`src/rtl/stack_pkg.sv`:
```
// -----------------------------------------------------------------------------
// stack_pkg
// Shared types for the hardware stack engine: opcode encoding, FSM state
// encoding and small opcode classification helpers.
// -----------------------------------------------------------------------------
package stack_pkg;

    typedef enum logic [2:0] {
        OP_NOP   = 3'b000,
        OP_PUSH  = 3'b001,
        OP_POP   = 3'b010,
        OP_CALL  = 3'b011,
        OP_RET   = 3'b100,
        OP_PEEK  = 3'b101,
        OP_FLUSH = 3'b110,
        OP_RSVD  = 3'b111
    } stack_op_t;

    typedef enum logic {
        ST_IDLE = 1'b0,
        ST_RESP = 1'b1
    } stack_state_t;

    // Opcodes that write a new entry (grow the stack).
    function automatic logic op_is_write(input stack_op_t o);
        return (o == OP_PUSH) || (o == OP_CALL);
    endfunction

    // Opcodes that read the top entry (POP/RET also shrink the stack).
    function automatic logic op_is_read(input stack_op_t o);
        return (o == OP_POP) || (o == OP_RET) || (o == OP_PEEK);
    endfunction

endpackage

```
`src/rtl/stack_mem.sv`:
```
// -----------------------------------------------------------------------------
// stack_mem
// DEPTH x DATA_W register file backing the stack. One synchronous write port,
// one asynchronous read port. Contents are deliberately not reset.
//
// Ports
//   clk    in   clock
//   we     in   write enable
//   waddr  in   write address
//   wdata  in   write data
//   raddr  in   read address
//   rdata  out  read data (combinational from raddr)
// -----------------------------------------------------------------------------
module stack_mem #(
    parameter int DATA_W = 32,
    parameter int DEPTH  = 16,
    parameter int AW     = $clog2(DEPTH)
) (
    input  logic              clk,
    input  logic              we,
    input  logic [AW-1:0]     waddr,
    input  logic [DATA_W-1:0] wdata,
    input  logic [AW-1:0]     raddr,
    output logic [DATA_W-1:0] rdata
);

    logic [DATA_W-1:0] mem [DEPTH];

    always_ff @(posedge clk) begin
        if (we) begin
            mem[waddr] <= wdata;
        end
    end

    assign rdata = mem[raddr];

endmodule

```
`src/rtl/stack_engine.sv`:
```
// -----------------------------------------------------------------------------
// stack_engine
// Downward-growing hardware stack with a request/response handshake.
// A request is executed in the cycle it is accepted; its response is held
// until the consumer takes it, and no new request is accepted meanwhile.
//
// Build option: define STACK_ENGINE_GUARD_EN to report overflow/underflow
// through rsp_err and the ovf_sticky/unf_sticky flags. Without it, over/
// underflow is still blocked silently and the flags read 0.
//
// Ports
//   clk, rst      in   clock, synchronous active-high reset
//   op_valid      in   request strobe
//   op[2:0]       in   opcode (see stack_pkg::stack_op_t)
//   wdata         in   push data / return address
//   op_ready      out  request accepted when high together with op_valid
//   rsp_valid     out  response present
//   rsp_ready     in   consumer accepts response
//   rdata         out  popped/peeked word (0 for all other responses)
//   rsp_err       out  request rejected
//   sp            out  stack pointer, DEPTH = empty, 0 = full
//   full, empty   out  decoded from sp
//   ovf_sticky    out  overflow seen since rst/FLUSH (guard build only)
//   unf_sticky    out  underflow seen since rst/FLUSH (guard build only)
//
// state   | meaning
// --------+-------------------------------------------------------------
// ST_IDLE | ready for a request; op_ready high
// ST_RESP | response held on rsp_valid/rdata/rsp_err until rsp_ready
// -----------------------------------------------------------------------------
module stack_engine
    import stack_pkg::*;
#(
    parameter int DATA_W = 32,
    parameter int DEPTH  = 16,
    parameter int PTR_W  = $clog2(DEPTH) + 1
) (
    input  logic              clk,
    input  logic              rst,
    input  logic              op_valid,
    input  logic [2:0]        op,
    input  logic [DATA_W-1:0] wdata,
    output logic              op_ready,
    output logic              rsp_valid,
    input  logic              rsp_ready,
    output logic [DATA_W-1:0] rdata,
    output logic              rsp_err,
    output logic [PTR_W-1:0]  sp,
    output logic              full,
    output logic              empty,
    output logic              ovf_sticky,
    output logic              unf_sticky
);

    localparam int              AW       = $clog2(DEPTH);
    localparam logic [PTR_W-1:0] SP_EMPTY = PTR_W'(DEPTH);

    stack_state_t      state;
    stack_state_t      state_next;
    stack_op_t         op_cmd;
    logic              exec;
    logic              ovf;
    logic              unf;
    logic              mem_we;
    logic [AW-1:0]     mem_waddr;
    logic [AW-1:0]     mem_raddr;
    logic [DATA_W-1:0] mem_rdata;
    logic [PTR_W-1:0]  sp_next;
    logic [DATA_W-1:0] rdata_next;
    logic              err_next;

    assign op_cmd = stack_op_t'(op);
    assign exec   = (state == ST_IDLE) && op_valid && (op_cmd != OP_NOP);

    assign full  = (sp == '0);
    assign empty = (sp == SP_EMPTY);

    assign ovf = op_is_write(op_cmd) && full;
    assign unf = op_is_read(op_cmd) && empty;

    // The top entry lives at mem[sp]; a push writes one slot below it.
    // Address arithmetic wraps in AW bits, so sp==DEPTH maps to DEPTH-1.
    assign mem_we    = exec && op_is_write(op_cmd) && !full;
    assign mem_waddr = sp[AW-1:0] - AW'(1);
    assign mem_raddr = sp[AW-1:0];

    stack_mem #(
        .DATA_W (DATA_W),
        .DEPTH  (DEPTH),
        .AW     (AW)
    ) u_mem (
        .clk   (clk),
        .we    (mem_we),
        .waddr (mem_waddr),
        .wdata (wdata),
        .raddr (mem_raddr),
        .rdata (mem_rdata)
    );

    // ---------------- FSM: state register ----------------
    always_ff @(posedge clk) begin
        if (rst) begin
            state <= ST_IDLE;
        end else begin
            state <= state_next;
        end
    end

    // ---------------- FSM: next state ----------------
    always_comb begin
        state_next = state;
        unique case (state)
            ST_IDLE: if (exec)      state_next = ST_RESP;
            ST_RESP: if (rsp_ready) state_next = ST_IDLE;
            default:                state_next = ST_IDLE;
        endcase
    end

    // ---------------- FSM: outputs ----------------
    always_comb begin
        op_ready  = (state == ST_IDLE);
        rsp_valid = (state == ST_RESP);
    end

    // ---------------- datapath next values ----------------
    always_comb begin
        sp_next    = sp;
        rdata_next = '0;
        unique case (op_cmd)
            OP_PUSH, OP_CALL: begin
                if (!full) sp_next = sp - PTR_W'(1);
            end
            OP_POP, OP_RET: begin
                if (!empty) begin
                    sp_next    = sp + PTR_W'(1);
                    rdata_next = mem_rdata;
                end
            end
            OP_PEEK: begin
                if (!empty) rdata_next = mem_rdata;
            end
            OP_FLUSH: begin
                sp_next = SP_EMPTY;
            end
            default: begin
                sp_next = sp;
            end
        endcase
    end

`ifdef STACK_ENGINE_GUARD_EN
    assign err_next = (op_cmd == OP_RSVD) || ovf || unf;
`else
    assign err_next = (op_cmd == OP_RSVD);
`endif

    // Response registers only change when a request executes, which can only
    // happen in IDLE, so they stay stable for the whole RESP phase.
    always_ff @(posedge clk) begin
        if (rst) begin
            sp      <= SP_EMPTY;
            rdata   <= '0;
            rsp_err <= 1'b0;
        end else if (exec) begin
            sp      <= sp_next;
            rdata   <= rdata_next;
            rsp_err <= err_next;
        end
    end

`ifdef STACK_ENGINE_GUARD_EN
    always_ff @(posedge clk) begin
        if (rst) begin
            ovf_sticky <= 1'b0;
            unf_sticky <= 1'b0;
        end else if (exec) begin
            if (op_cmd == OP_FLUSH) begin
                ovf_sticky <= 1'b0;
                unf_sticky <= 1'b0;
            end else begin
                if (ovf) ovf_sticky <= 1'b1;
                if (unf) unf_sticky <= 1'b1;
            end
        end
    end
`else
    assign ovf_sticky = 1'b0;
    assign unf_sticky = 1'b0;
`endif

endmodule

```
`config.mk`:
```
export PLATFORM = sky130hd
export DESIGN_NAME = stack_engine
export DESIGN_NICKNAME = d
export VERILOG_FILES = /design/src/rtl/stack_pkg.sv /design/src/rtl/stack_mem.sv /design/src/rtl/stack_engine.sv
export SDC_FILE = /design/constraint.sdc
export NUM_CORES = 1
export LEC_CHECK = 0
export ABC_CLOCK_PERIOD_IN_PS = 5000
export CAP_MARGIN = 20
export CORE_UTILIZATION = 27
export DETAILED_ROUTE_END_ITERATION = 10
export PLACE_DENSITY = 0.53
export REMOVE_ABC_BUFFERS = 1
export SYNTH_ARGS = -nofsm -noshare
export SYNTH_HDL_FRONTEND = slang
export SYNTH_SLANG_ARGS = --single-unit
```
`constraint.sdc`:
```
create_clock -name clk -period 5 [get_ports clk]
set_input_delay 0.5 -clock clk [delete_from_list [all_inputs] [get_ports clk]]
set_output_delay 0.5 -clock clk [all_outputs]
set_load 0.05 [all_outputs]
```
==> out/metrics.yaml, run 1 <==
status: "finished, final reports clean"
critPathMaxFanout: 13
post_cts_resized: 0
syn_avg_cell_area_sq_um: 22.0
period_share: 0.624
die_area_sq_um: 79000
grt_pass1_vias: 9967
vdd_drop_max_mv: 0.248
hpwl_um: 29500
root_buffer: "clkbuf_16"
max_stage_delay_ps: 800
holdBufCountCts: 0
synthMuxAreaShare: 0.169
max_cap_viol_count: 0
postPlaceCellArea_sq_um: 23200
cp_data_required_time_ps: 4500
powerDensity_nw_per_um2: 417
synthArstFlopShare: 0
cp_slowest_cell: "clkdlybuf4s50_1"
drv_slew: 0
via_per_inst: 4.53
synth-xor-area-share: 0.000833
ys_seq_elements: 555
track_usage: 0.123
synthCells: 955
drive_gt1_frac: 0.246
finClkSkew_ps: 17.7
cp_cell_sequence: "nor4_4 > and2_4 > clkdlybuf4s50_1"
rsz0062_at_grt: "false"
antenna_found_initial: 3
drt_pre_antenna_iters: 5
die_h_um: 281
vias: 9710
critPathBufInv: 1
drt_iter0_markers: 722
grt_pass1_wl_um: 70200
critPathTopFamily: "buffers and inverters"
tns_ps: 0
cts_tree: "built"
wire_per_inst_um: 22.4
critPathArrivalTime_ps: 2620
wirelength_um: 48100
io_buffers: 80
core_area_sq_um: 76500
hold_path.class: "flip-flop to flip-flop"
worst_pin_slew_ps: 1130
synth_edf_count: 512
numCtsBuffers: 56
ys_warn_count: 0
route.detailed.drc: 0
yosysUniqueCellTypes: 44
max_freq_mhz: 321
critPathLaunchType: "flip-flop"
finalPower_uw: 10500
grt.overflow.total: 0
setup_viol: 0
period_minus_slack_ps: 3120
place.gp.congestion: 0.726
pin_count: 83
synth_fa_ha_area_frac: 0.000595
synth_top_family_by_area: "multiplexers"
place_inst: 2037
synth_compound_area_frac: 0.0186
die_x_um: 281
synthToLayoutAreaGrowth_pct: 19.9
slew_headroom: 0.250
worstSkewPairLatency_ps: 600
criticalPathCategory: "flip-flop to output port"
cts_buffer_depth: 3
cts_htree_levels: 2
cp-end-kind: "output port"
fin_cells: 2143
seq_area_frac_synth: 0.772
p_leak_uw: 0.00749
hold_viol_final: 0
clk_pin_slew_worst_paths_ps: 60
cts.sinks: 555
synth_simple_gate_area_frac: 0.0240
num_rows: 101
fin_area_sq_um: 25200
initial_core_util: 0.275
num-nets-final: 1106
grt_max_degree: 47
ant_nets: 0
synthFlopType: "edfxtp_1"
netlist_area_sq_um: 21000
post_cts_buffers: 0
tightest hold or removal path, stage by stage (launching register included):
cell and delay (ps):
dfxtp_1 310, nand2_1 50, a21oi_1 50
cell usage after synthesis, types with 2 or more instances:
cell      count  share of area
mux2i_1      68          0.032
nand2b_1      6         0.0018
nor3_1        3        0.00071
buf_4         6         0.0021
mux4_2      128           0.14
or3_1         3        0.00089
o221ai_1     32          0.013
nor2_1       19         0.0034
a21oi_1       7         0.0017
nand3_1       4        0.00095
clkbuf_1     10         0.0018
nor2b_1       3        0.00089
buf_2        23         0.0055
o21ai_0       3        0.00071
buf_1        10         0.0018
nand2_1      43         0.0077
xnor2_1       2        0.00083
edfxtp_1    512           0.73
buf_6         5         0.0027
nand3b_1      2        0.00071
dfxtp_1      43          0.041
metal layers:
| layer | vias up | track usage | part of all wire |
|---|---|---|---|
| li1 | 4223 | - | - |
| met1 | 5184 | 0.180 | 0.48 |
| met2 | 233 | 0.184 | 0.45 |
| met3 | 70 | 0.0270 | 0.052 |
| met4 | 0 | 0.0283 | 0.018 |
| met5 | - | 0 | 0 |
sequential cells by signal, summed over array words and instances (netlist names), named ones only:
register	cells
rdata	32
rsp_err	1
rsp_valid	1
sp	5
u_mem.mem	512
worst paths after layout:
path,depth (start not counted),to,slack (ps),from
worst max register to register,6,u_mem.mem[8][5],2150,rsp_valid
worst min register to register,2,rsp_err,460,rsp_err
worst max-delay path,3,empty,1880,sp[0]
worst min-delay path,2,rsp_err,460,rsp_err
area by class of cell:
cell class / count / area, sq um
antenna: 1 / 2.50
timing repair buffer: 106 / 1110
clock buffer: 77 / 1590
inverter: 1 / 3.75
clock inverter: 27 / 344
multi-input combinational: 346 / 4620
tap: 1030 / 1290
sequential: 555 / 16200
fill: 7191 / 51300
per-stage QoR:
stage | hold slack (ps) | worst slack (ps) | util
6_report | 460 | 1880 | 0.330
5_1_grt | 492 | 1750 | 0.330
4_1_cts | 465 | 1850 | 0.329
3_5_place_dp | 454 | 1380 | 0.304
3_3_place_gp | 454 | 1400 | 0.303
2_1_floorplan | 569 | 94.1 | -
logic make-up after synthesis:
| group | after synthesis |
|---|---|
| AOI/OAI and AO/OA | 49 |
| xor gates and xnor gates | 2 |
| adders and majority gates | 1 |
| buffers and inverters | 55 |
| DFF | 555 |
| muxes | 196 |
| other | 1 |
| and+or+nand+nor | 96 |
cells in the final DEF, fill, tap and decap left out, types with 2 or more instances in the layout:
master           netlist  routed
mux4_2               128     128
nor2_1                19       7
nand2b_1               6       5
dfxtp_4                0       3
o221ai_1              32      32
clkinv_4               0       3
nor2b_1                3       3
conb_1                 1       2
buf_12                 0       9
mux2i_1               68      68
clkdlybuf4s50_1        0      80
dfxtp_1               43      40
clkbuf_16              0      57
buf_4                  6      17
or3_1                  3       3
nor2_4                 0      12
bufinv_16              0       8
nand2_1               43      42
xnor2_1                2       2
o21ai_0                3       3
nand3_1                4       4
edfxtp_1             512     512
nand3b_1               2       2
clkbuf_8               0       9
clkinv_2               0      11
a21oi_1                7       7
clkinv_1               0       4
clkbuf_1              10      11
nor3_2                 0       3
report_power, final:
part | switching [uW] | total (uW) | internal (uW)
clock | 1730 | 4360 | 2630
sequential | 101 | 5230 | 5120
combinational | 530 | 930 | 400
No activity file was read; power rests on OpenSTA's default activity.
==> run 2, diff against run 1 <==
--- a/config.mk
+++ b/config.mk
@@ -5,11 +5,11 @@
 export SDC_FILE = /design/constraint.sdc
 export NUM_CORES = 1
 export LEC_CHECK = 0
-export ABC_CLOCK_PERIOD_IN_PS = 5000
+export ABC_CLOCK_PERIOD_IN_PS = 2550
 export CAP_MARGIN = 20
 export CORE_UTILIZATION = 27
 export DETAILED_ROUTE_END_ITERATION = 10
-export PLACE_DENSITY = 0.53
+export PLACE_DENSITY = 0.54
 export REMOVE_ABC_BUFFERS = 1
 export SYNTH_ARGS = -nofsm -noshare
 export SYNTH_HDL_FRONTEND = slang
==> constraint.sdc (replaced) <==
create_clock -name clk -period 2.55 [get_ports clk]
set_input_delay 0.255 -clock clk [delete_from_list [all_inputs] [get_ports clk]]
set_output_delay 0.255 -clock clk [all_outputs]
set_load 0.05 [all_outputs]
==> out/metrics.yaml, run 2 (same netlist as run 1, synthesis figures left out) <==
slew_headroom: 0.545
die_area_sq_um: 79000
cts.sinks: 555
track_usage: 0.121
cts_tree: "built"
clk_pin_slew_worst_paths_ps: 60
max_freq_mhz: 415
antennaDiodeCount: 0
rsz0062_at_grt: "false"
max_stage_delay_ps: 540
num_rows: 101
setup_viol: 0
cp-end-kind: "output port"
hpwl_um: 26800
initial_core_util: 0.275
cp_slowest_cell: "dlygate4sd2_1"
mostFrequentLayoutCell: "edfxtp_1"
drt_iter0_markers: 802
mostFrequentLayoutCells: "edfxtp_1, mux4_2, clkdlybuf4s50_1"
hold_slack_ps: 320
cp_cell_sequence: "nor4_4 > nor2b_1 > dlygate4sd2_1"
top_register: "u_mem.mem"
core_area_sq_um: 76500
finClkSkew_ps: 8.49
p_sw_uw: 4480
powerDensity_nw_per_um2: 797
numCtsBuffers: 54
worst_pin_slew_ps: 680
worstSkewPairLatency_ps: 590
largest_reg_flops: 512
grt_max_degree: 73
route.detailed.drc: 0
wirelength_um: 46900
wire_per_inst_um: 21.5
drt_pre_antenna_iters: 4
vias: 9846
drv_slew: 0
pin_count: 83
power_frac_comb: 0.093
place.gp.congestion: 0.710
fillCellCount: 7132
status: "finished, final reports clean"
critPathArrivalTime_ps: 2150
cts_htree_levels: 2
num-nets-final: 1143
p_leak_uw: 0.00776
antenna_found_initial: 1
synthToLayoutAreaGrowth_pct: 22.7
grt_pass1_wl_um: 69800
grt_pass1_vias: 10429
hold_viol_final: 0
drive_gt1_frac: 0.270
cp_data_required_time_ps: 2300
via_per_inst: 4.52
pwr-share-clk: 0.414
critPathLaunchType: "flip-flop"
critPathMaxFanout: 11
ant_nets: 0
period_share: 0.945
max_cap_viol_count: 0
root_buffer: "clkbuf_16"
fin_ws_ps: 140
criticalPathCategory: "flip-flop to output port"
grt.overflow.total: 0
p_seq_frac: 0.493
die_x_um: 281
vdd_drop_max_mv: 0.460
switching_share: 0.218
cts_buffer_depth: 3
hold_path.class: "input pin to flip-flop"
pre_cts_slack_ps: 194
intPower_uw: 16100
finalPower_uw: 20600
die_h_um: 281
period_minus_slack_ps: 2410
io_buffers: 80
reg.largest.list: "u_mem.mem x512, rdata x32, sp x5"
[run 2: cell types whose count changed in the layout (fill, tap and decap cells not counted), sizes merged, moves of 2 or more]
cell	before	now
clkinv	18	16
inv	1	3
clkbuf	77	73
buf	26	66
clkdlybuf4s50	80	78
[run 2: worst paths after layout]
check,from,end,slack [ps],cells after the start
max,sp[2],full,140,3
min,rsp_ready,rsp_valid,320,3
max reg2reg,sp[2],rdata[16],450,6
min reg2reg,rdata[30],rdata[30],470,2
[run 2: area by class of cell]
class | instances | area (sq um) | share of cell area
timing repair buffer | 145 | 1710 | 0.0663
clock inverter | 28 | 367 | 0.0142
multi-input combinational | 346 | 4620 | 0.179
clock buffer | 73 | 1560 | 0.0604
sequential | 555 | 16200 | 0.630
tap | 1030 | 1290 | 0.0500
inverter | 1 | 3.75 | 0.000146
[run 2: stage by stage]
step	instance area, sq um	setup TNS [ps]	utilization	cells
2_1_floorplan	20700	-356970	-	902
6_report	25800	0	0.337	2178
3_5_place_dp	23900	0	0.312	2077
5_1_grt	25800	0	0.337	2178
3_3_place_gp	23900	0	0.312	2077
4_1_cts	25800	0	0.337	2178
[run 2: repair_timing]
action | 4_1_cts | 5_1_grt
hold buffers | 0 | 0
setup endpoints to repair | 1 | 0
gates resized for setup | 1 | 0
setup buffers | 0 | 0
[run 2: worst max-delay path: cells and delay by family (launching register included)]
| kind | cells | cell delay, ps |
|---|---|---|
| buffers and inverters | 1 | 540 |
| and+or+nand+nor | 2 | 590 |
| DFF | 1 | 440 |
[run 2: power groups by stage]
stage	Clock (uW)	Sequential, uW	Combinational, uW
floorplan	0	10700	1020
global placement	0	10300	1950
detailed placement	0	10300	1960
CTS	8720	10100	1960
global route	9040	10200	2060
finish	8500	10100	1920
[run 2: layer usage]
metal,GRT usage,vias to the layer above,routed length (um)
met4,0.0255,2,736
li1,-,4305,-
met2,0.194,197,22400
met5,0,-,13
met1,0.168,5291,21600
met3,0.0254,51,2170
==> run 3, diff against run 2 <==
--- a/config.mk
+++ b/config.mk
@@ -9,6 +9,7 @@
 export CAP_MARGIN = 20
 export CORE_UTILIZATION = 27
 export DETAILED_ROUTE_END_ITERATION = 10
+export HOLD_SLACK_MARGIN = 0.05
 export PLACE_DENSITY = 0.54
 export REMOVE_ABC_BUFFERS = 1
 export SYNTH_ARGS = -nofsm -noshare
==> results of run 3 <==
No change in the layout: final DEF, timing and power equal those of run 2.
